`src/rtl/vga_timing_ctrl_pkg.sv`:
```
// Shared types and default timing for the VGA raster sequencer.
// Default geometry is 640x480 at the standard porch/sync widths.
package vga_timing_ctrl_pkg;

  typedef enum logic [1:0] {
    IDLE  = 2'd0,
    RUN   = 2'd1,
    DRAIN = 2'd2
  } state_t;

  localparam int PIX_W = 10;
  localparam int RGB_W = 3 * PIX_W;

  localparam int DEF_H_ACTIVE = 640;
  localparam int DEF_H_FP     = 16;
  localparam int DEF_H_SYNC   = 96;
  localparam int DEF_H_BP     = 48;

  localparam int DEF_V_ACTIVE = 480;
  localparam int DEF_V_FP     = 10;
  localparam int DEF_V_SYNC   = 2;
  localparam int DEF_V_BP     = 33;

  localparam logic [RGB_W-1:0] DEF_UFLOW_RGB = 30'h3FF00000;

  // Width needed to hold 0..total-1, never below one bit.
  function automatic int cnt_w(input int total);
    return (total > 1) ? $clog2(total) : 1;
  endfunction

endpackage

```
`src/rtl/vga_line_counter.sv`:
```
// One raster axis: counts 0..TOTAL-1 and decodes active and sync.
// Used once for pixels within a line and once for lines within a frame.
module vga_line_counter
  import vga_timing_ctrl_pkg::*;
#(
  parameter int ACTIVE = 640,
  parameter int FP     = 16,
  parameter int SYNC   = 96,
  parameter int BP     = 48,
  parameter bit POL    = 1'b0,
  parameter int W      = cnt_w(ACTIVE + FP + SYNC + BP)
) (
  input  logic         clk,
  input  logic         rst_n,
  input  logic         clr,
  input  logic         inc,
  output logic [W-1:0] cnt,
  output logic         wrap,
  output logic         in_active,
  output logic         sync
);

  localparam int TOTAL = ACTIVE + FP + SYNC + BP;

  // BP >= 1 keeps the sync end below TOTAL, so all fit in W bits.
  localparam logic [W-1:0] LAST  = W'(TOTAL - 1);
  localparam logic [W-1:0] ACT   = W'(ACTIVE);
  localparam logic [W-1:0] S_BEG = W'(ACTIVE + FP);
  localparam logic [W-1:0] S_END = W'(ACTIVE + FP + SYNC);

  logic at_last;
  logic in_sync;

  assign at_last   = (cnt == LAST);
  assign wrap      = inc & at_last;
  assign in_active = (cnt < ACT);
  assign in_sync   = (cnt >= S_BEG) && (cnt < S_END);
  assign sync      = in_sync ? POL : ~POL;

  // Position counter: cleared while idle, wraps at the end of the axis.
  always_ff @(posedge clk or negedge rst_n) begin
    if (!rst_n) begin
      cnt <= '0;
    end else if (clr) begin
      cnt <= '0;
    end else if (inc) begin
      cnt <= at_last ? '0 : cnt + W'(1);
    end
  end

endmodule

```
`src/rtl/vga_timing_ctrl.sv`:
```
// Raster sequencer: FSM, pixel handshake, underflow flag and
// registered video outputs driven from the h/v line counters.
module vga_timing_ctrl
  import vga_timing_ctrl_pkg::*;
#(
  parameter int               H_ACTIVE  = DEF_H_ACTIVE,
  parameter int               H_FP      = DEF_H_FP,
  parameter int               H_SYNC    = DEF_H_SYNC,
  parameter int               H_BP      = DEF_H_BP,
  parameter int               V_ACTIVE  = DEF_V_ACTIVE,
  parameter int               V_FP      = DEF_V_FP,
  parameter int               V_SYNC    = DEF_V_SYNC,
  parameter int               V_BP      = DEF_V_BP,
  parameter bit               HSYNC_POL = 1'b0,
  parameter bit               VSYNC_POL = 1'b0,
  parameter logic [RGB_W-1:0] UFLOW_RGB = DEF_UFLOW_RGB
) (
  input  logic             clk,
  input  logic             rst_n,
  input  logic             enable,
  input  logic             pix_valid,
  input  logic [RGB_W-1:0] pix_data,
  output logic             pix_ready,
  input  logic             clr_uflow,
  output logic             hsync,
  output logic             vsync,
  output logic [PIX_W-1:0] red,
  output logic [PIX_W-1:0] green,
  output logic [PIX_W-1:0] blue,
  output logic             de,
  output logic             sof,
  output logic             uflow,
  output logic             busy
);

  localparam int H_TOTAL = H_ACTIVE + H_FP + H_SYNC + H_BP;
  localparam int V_TOTAL = V_ACTIVE + V_FP + V_SYNC + V_BP;
  localparam int HW      = cnt_w(H_TOTAL);
  localparam int VW      = cnt_w(V_TOTAL);

  state_t          state;
  logic            run;
  logic [HW-1:0]   hcnt;
  logic [VW-1:0]   vcnt;
  logic            h_wrap;
  logic            v_wrap;
  logic            h_act;
  logic            v_act;
  logic            h_sync;
  logic            v_sync;
  logic            active;
  logic            origin;
  logic [RGB_W-1:0] rgb_next;

  assign run = (state != IDLE);

  vga_line_counter #(
    .ACTIVE (H_ACTIVE),
    .FP     (H_FP),
    .SYNC   (H_SYNC),
    .BP     (H_BP),
    .POL    (HSYNC_POL),
    .W      (HW)
  ) u_hcnt (
    .clk       (clk),
    .rst_n     (rst_n),
    .clr       (~run),
    .inc       (run),
    .cnt       (hcnt),
    .wrap      (h_wrap),
    .in_active (h_act),
    .sync      (h_sync)
  );

  vga_line_counter #(
    .ACTIVE (V_ACTIVE),
    .FP     (V_FP),
    .SYNC   (V_SYNC),
    .BP     (V_BP),
    .POL    (VSYNC_POL),
    .W      (VW)
  ) u_vcnt (
    .clk       (clk),
    .rst_n     (rst_n),
    .clr       (~run),
    .inc       (h_wrap),
    .cnt       (vcnt),
    .wrap      (v_wrap),
    .in_active (v_act),
    .sync      (v_sync)
  );

  assign active    = h_act & v_act & run;
  assign pix_ready = active;
  assign busy      = run;
  assign origin    = (hcnt == '0) && (vcnt == '0);

  // Pixel selection for the next output register load.
  always_comb begin
    rgb_next = '0;
    if (active) begin
      rgb_next = pix_valid ? pix_data : UFLOW_RGB;
    end
  end

  // Run control: DRAIN finishes the frame unless enable returns.
  always_ff @(posedge clk or negedge rst_n) begin
    if (!rst_n) begin
      state <= IDLE;
    end else begin
      unique case (state)
        IDLE: begin
          if (enable) state <= RUN;
        end
        RUN: begin
          if (!enable) state <= DRAIN;
        end
        DRAIN: begin
          if (enable) state <= RUN;
          else if (v_wrap) state <= IDLE;
        end
        default: state <= IDLE;
      endcase
    end
  end

  // Video outputs, one cycle behind the counter state.
  always_ff @(posedge clk or negedge rst_n) begin
    if (!rst_n) begin
      hsync <= ~HSYNC_POL;
      vsync <= ~VSYNC_POL;
      red   <= '0;
      green <= '0;
      blue  <= '0;
      de    <= 1'b0;
      sof   <= 1'b0;
    end else begin
      hsync <= h_sync;
      vsync <= v_sync;
      red   <= rgb_next[3*PIX_W-1:2*PIX_W];
      green <= rgb_next[2*PIX_W-1:PIX_W];
      blue  <= rgb_next[PIX_W-1:0];
      de    <= active;
      sof   <= run & origin;
    end
  end

  // Sticky underflow; a new underflow beats a clear.
  always_ff @(posedge clk or negedge rst_n) begin
    if (!rst_n) begin
      uflow <= 1'b0;
    end else if (active && !pix_valid) begin
      uflow <= 1'b1;
    end else if (clr_uflow) begin
      uflow <= 1'b0;
    end
  end

endmodule
```
`config.mk`:
```
export PLATFORM = sky130hd
export DESIGN_NAME = vga_timing_ctrl
export DESIGN_NICKNAME = d
export VERILOG_FILES = /design/src/rtl/vga_timing_ctrl_pkg.sv /design/src/rtl/vga_line_counter.sv /design/src/rtl/vga_timing_ctrl.sv
export SDC_FILE = /design/constraint.sdc
export NUM_CORES = 1
export LEC_CHECK = 0
export ABC_CLOCK_PERIOD_IN_PS = 2150
export CAP_MARGIN = 25
export CORE_ASPECT_RATIO = 0.5
export CORE_MARGIN = 1.5
export CORE_UTILIZATION = 47
export CTS_CLUSTER_DIAMETER = 120
export CTS_CLUSTER_SIZE = 8
export DETAILED_ROUTE_END_ITERATION = 10
export PLACE_DENSITY = 0.88
export SLEW_MARGIN = 10
export SYNTH_ARGS = -nofsm -noshare
export SYNTH_HDL_FRONTEND = slang
export SYNTH_HIERARCHICAL = 1
export SYNTH_SLANG_ARGS = --single-unit
```
`constraint.sdc`:
```
create_clock -name clk -period 2.15 [get_ports clk]
set_input_delay 0.5375 -clock clk [delete_from_list [all_inputs] [get_ports clk]]
set_output_delay 0.5375 -clock clk [all_outputs]
set_load 0.03 [all_outputs]
```
==> results of run 1 <==
==> cells by family (layout without fill, tap and decap cells) <==
logic type / count (synthesis) / in the layout / synth area share
buf+inv: 15 / 112 / 0.0330
simple gates: 96 / 96 / 0.220
compound gates: 27 / 27 / 0.0820
fa+ha+maj: 4 / 4 / 0.0206
mux: 2 / 2 / 0.00825
xor+xnor: 13 / 13 / 0.0469
flops: 57 / 57 / 0.589
==> final cells by class <==
type	instances	area, um^2	share of cell area
repair buffers	87	835	0.237
clock buffers	10	128	0.0362
well taps	70	87.6	0.0248
multi-input cells	142	932	0.264
clock inverters	6	82.6	0.0234
inverters	9	33.8	0.00957
flip-flops and latches	57	1430	0.405
==> routing by layer <==
metal	routed length, um	global-route usage	vias to the layer above
li1	-	-	919
met1	2330	0.233	959
met2	3010	0.380	95
met3	460	0.0860	22
met4	160	0.0868	0
met5	0	0	-
==> critical path, delay by kind of cell (launching register included) <==
family          cells  cell delay, ps
compound gates      2             340
buf+inv             2             250
flops               1             430
simple gates        1             260
==> registers in the layout (all words and copies together), names as in the netlist <==
| name | count |
|---|---|
| green | 10 |
| sof | 1 |
| vsync | 1 |
| u_hcnt/cnt | 10 |
| de | 1 |
| red | 10 |
| u_vcnt/cnt | 10 |
| state | 2 |
| hsync | 1 |
| uflow | 1 |
| blue | 10 |
==> power breakdown <==
group	internal, mW	switching (mW)
logic	0.209	0.248
clock network	0.646	0.405
registers	1.13	0.0241
==> layout by cell type, fill, tap and decap left out, types with 2 or more instances in the layout <==
cell type / count
clkdlybuf4s50_1: 68
dfrtp_1: 54
nor2_1: 22
and2_1: 20
buf_4: 16
o21a_1: 10
nand3_1: 10
clkbuf_8: 9
nand2_1: 9
inv_1: 8
nand4_1: 8
xor2_1: 7
nor3_1: 6
xnor2_1: 6
a21oi_1: 5
nor4_1: 4
ha_1: 4
clkinv_2: 3
nand2b_1: 3
or4_1: 2
mux2i_1: 2
bufinv_16: 2
dfstp_2: 2
o21ai_0: 2
nand3b_1: 2
==> how the worst min path moves through the flow <==
stage / startpoint / end / cells past startpoint
floorplan: rst_n / blue[0]$_DFF_PN0_ / 0
global placement: uflow$_DFFE_PN0P_ / uflow$_DFFE_PN0P_ / 2
detailed placement: uflow$_DFFE_PN0P_ / uflow$_DFFE_PN0P_ / 2
CTS: rst_n / u_hcnt/cnt[5]$_DFFE_PN0P_ / 2
global route: rst_n / blue[5]$_DFF_PN0_ / 2
finish: rst_n / red[6]$_DFF_PN0_ / 2
==> stage by stage <==
step           TNS (ps)  worst slack, ps
2_1_floorplan         0              110
3_3_place_gp          0              214
3_5_place_dp          0              101
4_1_cts               0             17.3
5_1_grt           -67.5            -58.7
6_report              0             24.7
==> repair_timing <==
action,in CTS,in global routing
pin swaps,0,0
setup endpoints to repair,2,5
setup buffers,1,3
resized for setup,3,5
gates cloned,0,0
==> flow_summary.ini, run 1 <==
[outcome]
status = finished, final reports clean

[finish]
syn_to_final_growth_pct = 45.4
fin_util = 0.712
nFillCells = 333
layout-drive-gt1-share = 0.154
antenna_cells = 0
fin_nets = 345
finalNonFillerCells = 381
finalInstanceArea_um2 = 3530

[drt]
drtIter0Drc = 137
routed_wl_um = 5960
wl_per_cell_um = 15.6
vias = 1995
detail-route-antenna-nets = 0
via_per_inst = 5.24
drt-pass1-iter-count = 5
drc = 0

[clock_tree]
clkTransAtPathRegs_ps = 60
cts_made_buffers = 9
clock-root-buffer = clkbuf_8
cts_max_level = 3
cts-hold-fix-buffers = 0
cts_sinks = 57
insertion_delay_ps = 330
cts_buffer_depth = 2
tritoncts = built

[synthesis]
yosys_warnings = 6
synth.area.top_cells = dfrtp_1 57%, and2_1 5.2%, nor2_1 3.4%
synthFlopType = dfrtp_1
yosysTopAreaCellShare = 0.567
synth_nets = 253
synthDistinctLibCells = 41
synth.avg_cell_area_um2 = 11.3
synth_area_um2 = 2430
syn-instance-count = 214
yosysMostFrequentCell = dfrtp_1
synth-seq-cells = 57
async_flop_share = 1.00
ys_seq_area_frac = 0.589
synth_top_area_cell = dfrtp_1
synth_common_cells = 55 x dfrtp_1, 22 x nor2_1, 20 x and2_1
synth_edf_count = 0

[setup_path]
end_kind = output port
reg2reg_from = u_hcnt/cnt[6]$_DFFE_PN0P_
path_class = reg2out
rr_worst_depth = 8
worst-path-max-fanout = 4
cp_slowest_cell = dfrtp_1
reg2reg_slack_ps = 120
r2r-end = u_vcnt/cnt[7]$_DFFE_PN0P_
path_cells = and3_2 > a21oi_2 > o211ai_2 > inv_2 > buf_4
startpoint_type = register
cpPeakStageDelay_ps = 430
cp.arrival_ps = 1590
endpoint = pix_ready
crit_path_start = u_vcnt/cnt[7]$_DFFE_PN0P_
required_ps = 1610

[die]
chipHeight_um = 53.8
ios = 72
rows = 18
core-area_um2 = 4950
die_area_um2 = 5630
start_util = 0.490
die_width_um = 105

[timing]
fmax_mhz = 471
slew_viol_final = 0
fin_skew_ps = 5.12
period_share = 0.988
fin_crit_ps = 2130
tightest_slew_ps = 558
hold_ws_ps = 214
slew_headroom = 0.628
final-setup-viol-count = 0
rsz0062_at_grt = yes
hold_violations = 0

[placed_design]
io_buffer_count = 71
dp_cells = 361
hpwlAfterDp_um = 3950
place_area_um2 = 3270
place_congestion = 0.896

[pwr]
power_mw = 2.66
power_density_nw_per_um2 = 755
p_leak_nw = 1.52
vdd_drop_max_v = 0.000506

[global_route]
grt_use_total = 0.212
grt_pass1_vias = 1955
grt_remaining_overflow = 0
antenna_found_initial = 0
grt_pass1_wl_um = 8960
grt_max_degree = 58

[min_path]
hold_class = in2async

[job]
cap_viol_max_count = 0
Note: power is estimated with default switching activity, not from simulation.
==> inputs of run 2 (changes only) <==
--- a/config.mk
+++ b/config.mk
@@ -5,7 +5,6 @@
 export SDC_FILE = /design/constraint.sdc
 export NUM_CORES = 1
 export LEC_CHECK = 0
-export ABC_CLOCK_PERIOD_IN_PS = 2150
 export CAP_MARGIN = 25
 export CORE_ASPECT_RATIO = 0.5
 export CORE_MARGIN = 1.5
==> results of run 2 <==
No change in the layout: final DEF, timing and power equal those of run 1.
==> inputs of run 3 (changes only) <==
==> constraint.sdc (replaced) <==
create_clock -name clk -period 2.1 [get_ports clk]
set_input_delay 0.525 -clock clk [delete_from_list [all_inputs] [get_ports clk]]
set_output_delay 0.525 -clock clk [all_outputs]
set_load 0.03 [all_outputs]
==> run 3 against run 2 <==
- combinational power up 1%
- sequential cell count unchanged
- highest routed layer unchanged
- setup slack better by 47 ps
- critical path depth unchanged
- utilization up 0.56 points
- critical path type unchanged
==> flow_summary.ini, run 3 (synthesis gave the netlist of run 1 again) <==
[timing]
hold_violations = 0
period_share = 0.966
final-setup-viol-count = 0
fmax_mhz = 493
slew_headroom = 0.636
fin_crit_ps = 2030
rsz0062_at_grt = no
setup_slack_ps = 71.5
slew_viol_final = 0
fin_skew_ps = 10.3
fin_setup_tns_ps = 0
tightest_slew_ps = 545

[global_route]
grt_pass1_wl_um = 9110
antenna_found_initial = 0
grt_pass1_vias = 1892
grt_remaining_overflow = 0
grt_use_total = 0.215
grt_max_degree = 58

[clock_tree]
tritoncts = built
cts-hold-fix-buffers = 0
clkTransAtPathRegs_ps = 60
cts_made_buffers = 9
cts_sinks = 57
insertion_delay_ps = 330
cts_max_level = 3
clock-root-buffer = clkbuf_8
cts_buffer_depth = 2

[drt]
vias = 2012
drtIter0Drc = 123
routed_wl_um = 5950
drt-pass1-iter-count = 4
via_per_inst = 5.31
wl_per_cell_um = 15.7
detail-route-antenna-nets = 0
drc = 0

[outcome]
status = finished, final reports clean

[finish]
finalInstanceArea_um2 = 3560
syn_to_final_growth_pct = 46.6
nFillCells = 350
seq_area_um2 = 1430
multi_input_area_um2 = 940
fin_nets = 343
layout-drive-gt1-share = 0.155
most-common-layout-cells = 68 x clkdlybuf4s50_1, 53 x dfrtp_1, 22 x nor2_1
final_common_cell = clkdlybuf4s50_1
antenna_cells = 0

[pwr]
power_density_nw_per_um2 = 812
p_leak_nw = 1.52
vdd_drop_max_v = 0.000597

[setup_path]
required_ps = 1570
path_class = reg2out
cp_slowest_cell = dfrtp_2
path_cells = and3_1 > a21oi_2 > o211ai_2 > inv_2 > buf_4
path_buf_inv = 2
cpPeakStageDelay_ps = 410
startpoint_type = register
worst-path-max-fanout = 3
cp_top_family = flip-flops
end_kind = output port
cp.arrival_ps = 1500

[placed_design]
place_congestion = 0.915
dp_slack_ps = 16.6
hpwlAfterDp_um = 3910
io_buffer_count = 71
place_area_um2 = 3250

[die]
die_width_um = 105
ios = 72
die_area_um2 = 5630
chipHeight_um = 53.8
core-area_um2 = 4950
rows = 18
start_util = 0.490

[min_path]
hold_class = in2async

[job]
cap_viol_max_count = 0
==> run 3: cell types whose count changed in the layout (fill, tap and decap cells not counted), sizes merged <==
cell,change
clkinv,-2
bufinv,+1
buf,-2
clkbuf,+1
==> run 3: worst reg2reg max path: stages (launching register included) <==
cell and delay [ps]:
dfrtp_1 440, nor4b_2 350, nand2_1 120, nor2_1 240, o2111ai_1 290, nor3_2 220, xnor2_1 150, nor2_1 60
==> run 3: where the power goes <==
part / total, mW / switching [mW] / internal [mW]
combinational: 0.462 / 0.250 / 0.212
clock: 1.24 / 0.418 / 0.818
sequential: 1.19 / 0.0305 / 1.16
==> run 3: path summary, 6_finish.rpt <==
path / start / endpoint / slack (ps) / depth (start not counted)
setup / recovery: u_vcnt/cnt[6]$_DFFE_PN0P_ / pix_ready / 70 / 5
hold / removal: rst_n / blue[5]$_DFF_PN0_ / 190 / 2
setup reg to reg: u_hcnt/cnt[6]$_DFFE_PN0P_ / u_vcnt/cnt[7]$_DFFE_PN0P_ / 100 / 7
hold reg to reg: uflow$_DFFE_PN0P_ / uflow$_DFFE_PN0P_ / 550 / 2
max in group asynchronous: rst_n / hsync$_DFF_PN1_ / 1620 / 2
min in group clk: uflow$_DFFE_PN0P_ / uflow$_DFFE_PN0P_ / 550 / 2
==> run 3: timing repair <==
action / 4_1_cts / 5_1_grt
hold endpoints to repair: 0 / 0
setup endpoints to repair: 2 / 9
resized for setup: 4 / 6
setup buffers: 2 / 3
==> run 3: routing by layer <==
layer  vias up  routed length, um  GRT usage
met2       107               3060      0.380
met4         0                106     0.0731
met1       974               2330      0.241
met5         -                  0          0
li1        913                  -          -
met3        18                459     0.0956
==> run 3: final cells by class <==
cell class              count  share of cell area
flip-flops and latches     57               0.403
clock inverters             5              0.0289
well taps                  70              0.0246
clock buffers              11              0.0398
multi-input cells         142               0.264
repair buffers             85               0.230
inverters                   9             0.00950
==> run 3: through the flow <==
step           instances  hold WS (ps)  utilization  total power, mW
6_report             379           185        0.718             2.89
3_3_place_gp         358           519        0.656             1.65
5_1_grt              379           195        0.718             3.01
2_1_floorplan        214           229            -             1.43
3_5_place_dp         358           537        0.656             1.66
4_1_cts              376           184        0.709             2.90
